[config.mk]
export PLATFORM = sky130hd
export DESIGN_NAME = mult_share_arbiter
export DESIGN_NICKNAME = d
export VERILOG_FILES = /design/src/rtl/mult_pkg.sv /design/src/rtl/wallace_mult8.sv /design/src/rtl/mult_share_arbiter.sv
export SDC_FILE = /design/constraint.sdc
export NUM_CORES = 1
export LEC_CHECK = 0
export BUFFER_PORTS_ARGS = -buffer_cell sky130_fd_sc_hd__buf_4
export CAP_MARGIN = 25
export CORE_MARGIN = 10
export CORE_UTILIZATION = 35
export CTS_CLUSTER_SIZE = 28
export DETAILED_ROUTE_END_ITERATION = 10
export HOLD_SLACK_MARGIN = 0.06
export PLACE_DENSITY = 0.62
export SLEW_MARGIN = 10
export SYNTH_ARGS = -nofsm -noshare
export SYNTH_HDL_FRONTEND = slang
export SYNTH_SLANG_ARGS = --single-unit
[constraint.sdc]
create_clock -name clk -period 5.1 [get_ports clk]
set_input_delay 0.51 -clock clk [delete_from_list [all_inputs] [get_ports clk]]
set_output_delay 0.51 -clock clk [all_outputs]
set_load 0.1 [all_outputs]
[src/rtl/mult_pkg.sv]
// Shared types and constants for the shared-multiplier arbiter and its Wallace tree multiplier.
package mult_pkg;

  localparam int OP_W   = 8;
  localparam int PROD_W = 2 * OP_W;

  typedef enum logic [1:0] {
    IDLE  = 2'd0,
    CALC  = 2'd1,
    CALC2 = 2'd2,
    HOLD  = 2'd3
  } state_e;

  typedef logic req_id_t;

  typedef struct packed {
    logic [PROD_W-1:0] sum;
    logic [PROD_W-1:0] carry;
  } csa_t;

endpackage

[src/rtl/wallace_mult8.sv]
// 8x8 unsigned Wallace tree multiplier: partial products reduced by 3:2 carry-save
// layers down to two rows, then one carry-propagate adder.
module wallace_mult8
  import mult_pkg::*;
(
  input  logic [7:0]        a,
  input  logic [7:0]        b,
  output logic [PROD_W-1:0] p
);

  function automatic csa_t csa(input logic [PROD_W-1:0] x,
                               input logic [PROD_W-1:0] y,
                               input logic [PROD_W-1:0] z);
    csa_t r;
    r.sum   = x ^ y ^ z;
    r.carry = ((x & y) | (x & z) | (y & z)) << 1;
    return r;
  endfunction

  logic [PROD_W-1:0] pp [8];
  csa_t l1_a, l1_b, l2_a, l2_b, l3_a, l4_a;

  always_comb begin
    for (int i = 0; i < 8; i++) begin
      pp[i] = PROD_W'(a & {8{b[i]}}) << i;
    end
  end

  // Carry beyond bit 15 is always zero because the full product fits in PROD_W bits.
  always_comb begin
    l1_a = csa(pp[0], pp[1], pp[2]);
    l1_b = csa(pp[3], pp[4], pp[5]);
    l2_a = csa(l1_a.sum, l1_a.carry, l1_b.sum);
    l2_b = csa(l1_b.carry, pp[6], pp[7]);
    l3_a = csa(l2_a.sum, l2_a.carry, l2_b.sum);
    l4_a = csa(l3_a.sum, l3_a.carry, l2_b.carry);
    p    = l4_a.sum + l4_a.carry;
  end

endmodule

[src/rtl/mult_share_arbiter.sv]
// Two requesters share one wallace_mult8 via a round-robin arbiter, one transaction in flight.
// Define MULT_OUT_PIPE_EN to add a register after the multiplier (extra CALC2 state, latency T+3).
module mult_share_arbiter #(
  parameter int OP_W = 8
) (
  input  logic              clk,
  input  logic              rst,
  input  logic              req0_valid,
  output logic              req0_ready,
  input  logic [OP_W-1:0]   req0_a,
  input  logic [OP_W-1:0]   req0_b,
  input  logic              req1_valid,
  output logic              req1_ready,
  input  logic [OP_W-1:0]   req1_a,
  input  logic [OP_W-1:0]   req1_b,
  output logic              rsp_valid,
  input  logic              rsp_ready,
  output logic              rsp_id,
  output logic [2*OP_W-1:0] rsp_p
);
  import mult_pkg::*;

  state_e            state_q, state_d;
  req_id_t           ptr_q, ptr_d;
  req_id_t           rsp_id_q, rsp_id_d;
  logic [OP_W-1:0]   op_a_q, op_a_d;
  logic [OP_W-1:0]   op_b_q, op_b_d;
  logic              rsp_valid_q, rsp_valid_d;
  logic [2*OP_W-1:0] rsp_p_q, rsp_p_d;
  logic [PROD_W-1:0] prod;
  logic              grant_vld;
  req_id_t           grant_id;
`ifdef MULT_OUT_PIPE_EN
  logic [PROD_W-1:0] prod_pipe_q, prod_pipe_d;
`endif

  wallace_mult8 u_mult (
    .a (op_a_q),
    .b (op_b_q),
    .p (prod)
  );

  // ptr_q names the requester that wins a tie; a lone valid requester always wins.
  always_comb begin
    grant_vld = req0_valid | req1_valid;
    if (req0_valid && req1_valid) grant_id = ptr_q;
    else                          grant_id = req1_valid;
  end

  always_comb begin
    state_d     = state_q;
    ptr_d       = ptr_q;
    rsp_id_d    = rsp_id_q;
    op_a_d      = op_a_q;
    op_b_d      = op_b_q;
    rsp_valid_d = rsp_valid_q;
    rsp_p_d     = rsp_p_q;
    req0_ready  = 1'b0;
    req1_ready  = 1'b0;
`ifdef MULT_OUT_PIPE_EN
    prod_pipe_d = prod_pipe_q;
`endif
    case (state_q)
      IDLE: begin
        if (grant_vld) begin
          req0_ready = !rst && (grant_id == 1'b0);
          req1_ready = !rst && (grant_id == 1'b1);
          op_a_d     = grant_id ? req1_a : req0_a;
          op_b_d     = grant_id ? req1_b : req0_b;
          rsp_id_d   = grant_id;
          ptr_d      = !grant_id;
          state_d    = CALC;
        end
      end
      CALC: begin
`ifdef MULT_OUT_PIPE_EN
        prod_pipe_d = prod;
        state_d     = CALC2;
`else
        rsp_p_d     = prod;
        rsp_valid_d = 1'b1;
        state_d     = HOLD;
`endif
      end
`ifdef MULT_OUT_PIPE_EN
      CALC2: begin
        rsp_p_d     = prod_pipe_q;
        rsp_valid_d = 1'b1;
        state_d     = HOLD;
      end
`endif
      HOLD: begin
        if (rsp_ready) begin
          rsp_valid_d = 1'b0;
          state_d     = IDLE;
        end
      end
      default: state_d = IDLE;
    endcase
  end

  always_ff @(posedge clk) begin
    if (rst) begin
      state_q     <= IDLE;
      ptr_q       <= 1'b0;
      rsp_id_q    <= 1'b0;
      op_a_q      <= '0;
      op_b_q      <= '0;
      rsp_valid_q <= 1'b0;
      rsp_p_q     <= '0;
`ifdef MULT_OUT_PIPE_EN
      prod_pipe_q <= '0;
`endif
    end else begin
      state_q     <= state_d;
      ptr_q       <= ptr_d;
      rsp_id_q    <= rsp_id_d;
      op_a_q      <= op_a_d;
      op_b_q      <= op_b_d;
      rsp_valid_q <= rsp_valid_d;
      rsp_p_q     <= rsp_p_d;
`ifdef MULT_OUT_PIPE_EN
      prod_pipe_q <= prod_pipe_d;
`endif
    end
  end

  assign rsp_valid = rsp_valid_q;
  assign rsp_id    = rsp_id_q;
  assign rsp_p     = rsp_p_q;

endmodule

==> flow_summary.ini <==
[run_status]
status = completed

[min_path]
holdPathEnd = state_q[1]$_SDFFE_PP0P_
min_path_type = in -> reg
worstHoldStart = rsp_ready
min_path_cells = 2

[critical_path]
reg2reg_depth = 13
crit_path_cell_trace = nand2_1, fa_1, fa_1, fa_1, inv_1, ha_1, ha_1, fa_1, a21oi_1, o211ai_2, a31oi_1, xor2_1, o31ai_1
cp.arrival_ns = 4.36
end_kind = flop
cp_slowest_cell = fa_1
crit_family = adder cells
critPathMostFrequentCell = fa_1
crit_buf_inv = 1
r2r_setup_slack_ns = 0.90
rr_startpoint = op_b_q[2]$_SDFFE_PP0P_
timing_worst_setup_path_type = reg -> reg
start_kind = flop
slowest_delay_ns = 0.57
startpoint = op_b_q[2]$_SDFFE_PP0P_
crit_fanout = 9
crit_required_ns = 5.26
r2r-end = rsp_p[15]$_SDFFE_PP0P_

[route]
drt_pass1_iterations = 4
viasPerCell = 4.88
routed_wl_um = 7400
ant_nets = 0
avgRoutedWirePerCell_um = 14.1
drt_iter0_markers = 112
vias = 2563
route.detailed.drc = 0

[sta]
worstMarginPinSlew_ns = 0.701
grt_setup_unrepaired = no
maxSlewHeadroom_pct = 53.3
timing.setup.tns_ns = 0
holdWs_ns = 0.425
clock.fmax_mhz = 238
setup_viol = 0
fin_skew_ns = 0.00766
period_minus_slack_ns = 4.20
fin_crit_sh_pct = 82.4
maxSlewViolCount = 0
hold_violations = 0

[clocking]
clock_path_buffers = 2
cts-resized-gates = 0
insertion_delay_ns = 0.29
cts_max_level = 2
cts_buffers = 5
cts_tree = built
clock_sinks = 37
clk_pin_slew_ns = 0.08
post-cts-setup-buffer-count = 0
cts_hold_buf = 0
root_buffer = clkbuf_8

[synthesis]
synthCells = 365
synth-seq-cells = 37
synthTopCellsByArea = fa_1 24%, dfxtp_1 23%, ha_1 9.5%
syn_nets = 466
synth.distinct_cells = 38
synth.largest_area_cell = fa_1
ys_warn_count = 0
synth_edf_count = 0
syn_area_um2 = 3280
synth_most_common_cell = nand2_1
async_flop_share_pct = 0
synthTopCellsByCount = 58 x nand2_1, 39 x fa_1, 37 x dfxtp_1
yosys.area.top_type_share_pct = 23.8
synthFlopType = dfxtp_1
syn_avg_cell_area_um2 = 8.98
ys_seq_area_share_pct = 22.6

[layout]
fillers = 928
final_cell_count_no_fill = 525
final_cell_area_um2 = 3880
areaGrowthSynthToFinish_pct = 18.4
post-route-util_pct = 42.2
diodes = 0
drive_gt1_share_pct = 18.1
nets = 514

[global_routing]
grt_pass1_wl_um = 12300
grt_max_degree = 42
grt.total_usage_pct = 11.2
grt_overflow_total = 0
grt_pass1_vias = 2663
antenna_found_initial = 0

[placement]
globalplace.congestion = 0.846
io_buffers = 56
placed_area_um2 = 3770
placed_cells = 515
dp_hpwl_um = 6030

[floorplanning]
core_area_um2 = 9200
die_y_um = 117
rows = 35
dieArea_um2 = 13600
die_x_um = 117
start_util_pct = 35.6
ios = 57

[power_and_ir_drop]
p_per_area_nw_per_um2 = 254
peakVddDrop_mv = 0.139
p_leak_nw = 1.81

[job]
max-cap-violations = 0
registers in the layout, summed over array words and instances, names as in the netlist:
signal	flops
op_b_q	8
rsp_p	16
ptr_q	1
state_q	2
op_a_q	8
rsp_id	1
rsp_valid	1
power breakdown:
part / total, mW / internal, mW / switching, mW
sequential: 0.371 / 0.320 / 0.0503
clock: 0.213 / 0.0970 / 0.116
combinational: 0.404 / 0.145 / 0.259
total: 0.987 / 0.562 / 0.425
cells by family (layout without fill, tap and decap cells):
kind of cell / after synthesis / after routing / synth area share [%]
AO/OA/AOI/OAI: 57 / 57 / 11.5
XOR/XNOR: 8 / 8 / 2.14
adder cells (fa/ha/maj): 64 / 64 / 33.4
buffers and inverters: 53 / 102 / 6.64
flip-flops: 37 / 37 / 22.6
multiplexers: 16 / 16 / 4.89
AND/OR/NAND/NOR: 130 / 130 / 18.9
final cells by class:
class                   instances  area (um^2)  share of cell area (%)
multi-input cells             275         2330                    60.0
repair buffers                 59          450                    11.6
clock inverters                 3         21.3                   0.548
clock buffers                   5         68.8                    1.77
well taps                     111          139                    3.58
inverters                      35          131                    3.38
flip-flops and latches         37          741                    19.1
cell usage in the layout, fill, tap and decap left out, types with 3 or more instances in the layout:
cell type | synthesis | final
mux2i_1 | 16 | 16
o31ai_1 | 3 | 3
a211oi_1 | 19 | 19
clkbuf_8 | 0 | 5
inv_1 | 35 | 35
nand2_1 | 58 | 58
ha_1 | 25 | 25
nor2_1 | 24 | 24
buf_4 | 2 | 58
a21oi_1 | 21 | 21
and2_1 | 34 | 34
fa_1 | 39 | 39
dfxtp_1 | 37 | 37
xor2_1 | 6 | 6
metal layers:
layer | track usage, % | vias to the layer above | share of wire (%)
met5 | 0 | - | 0
met4 | 3.29 | 0 | 1.4
met1 | 14.2 | 1212 | 46
met2 | 18.0 | 55 | 48
li1 | - | 1288 | -
met3 | 3.06 | 8 | 4.7
through the flow:
step | setup slack, ns | total power, mW
floorplan | 1.14 | 0.677
global placement | 0.979 | 0.774
detailed placement | 0.879 | 0.781
CTS | 0.863 | 0.996
global route | 0.634 | 1.06
finish | 0.896 | 0.987
worst max path at each step:
stage,to,cells past startpoint,slack (ns)
after floorplan,rsp_p[15]$_SDFFE_PP0P_,14,1.14
after global placement,rsp_p[15]$_SDFFE_PP0P_,13,0.98
after detailed placement,rsp_p[15]$_SDFFE_PP0P_,13,0.88
after CTS,rsp_p[15]$_SDFFE_PP0P_,13,0.86
after global routing,rsp_p[15]$_SDFFE_PP0P_,13,0.63
final,rsp_p[15]$_SDFFE_PP0P_,13,0.90
Power figures use the tool's default switching activity.
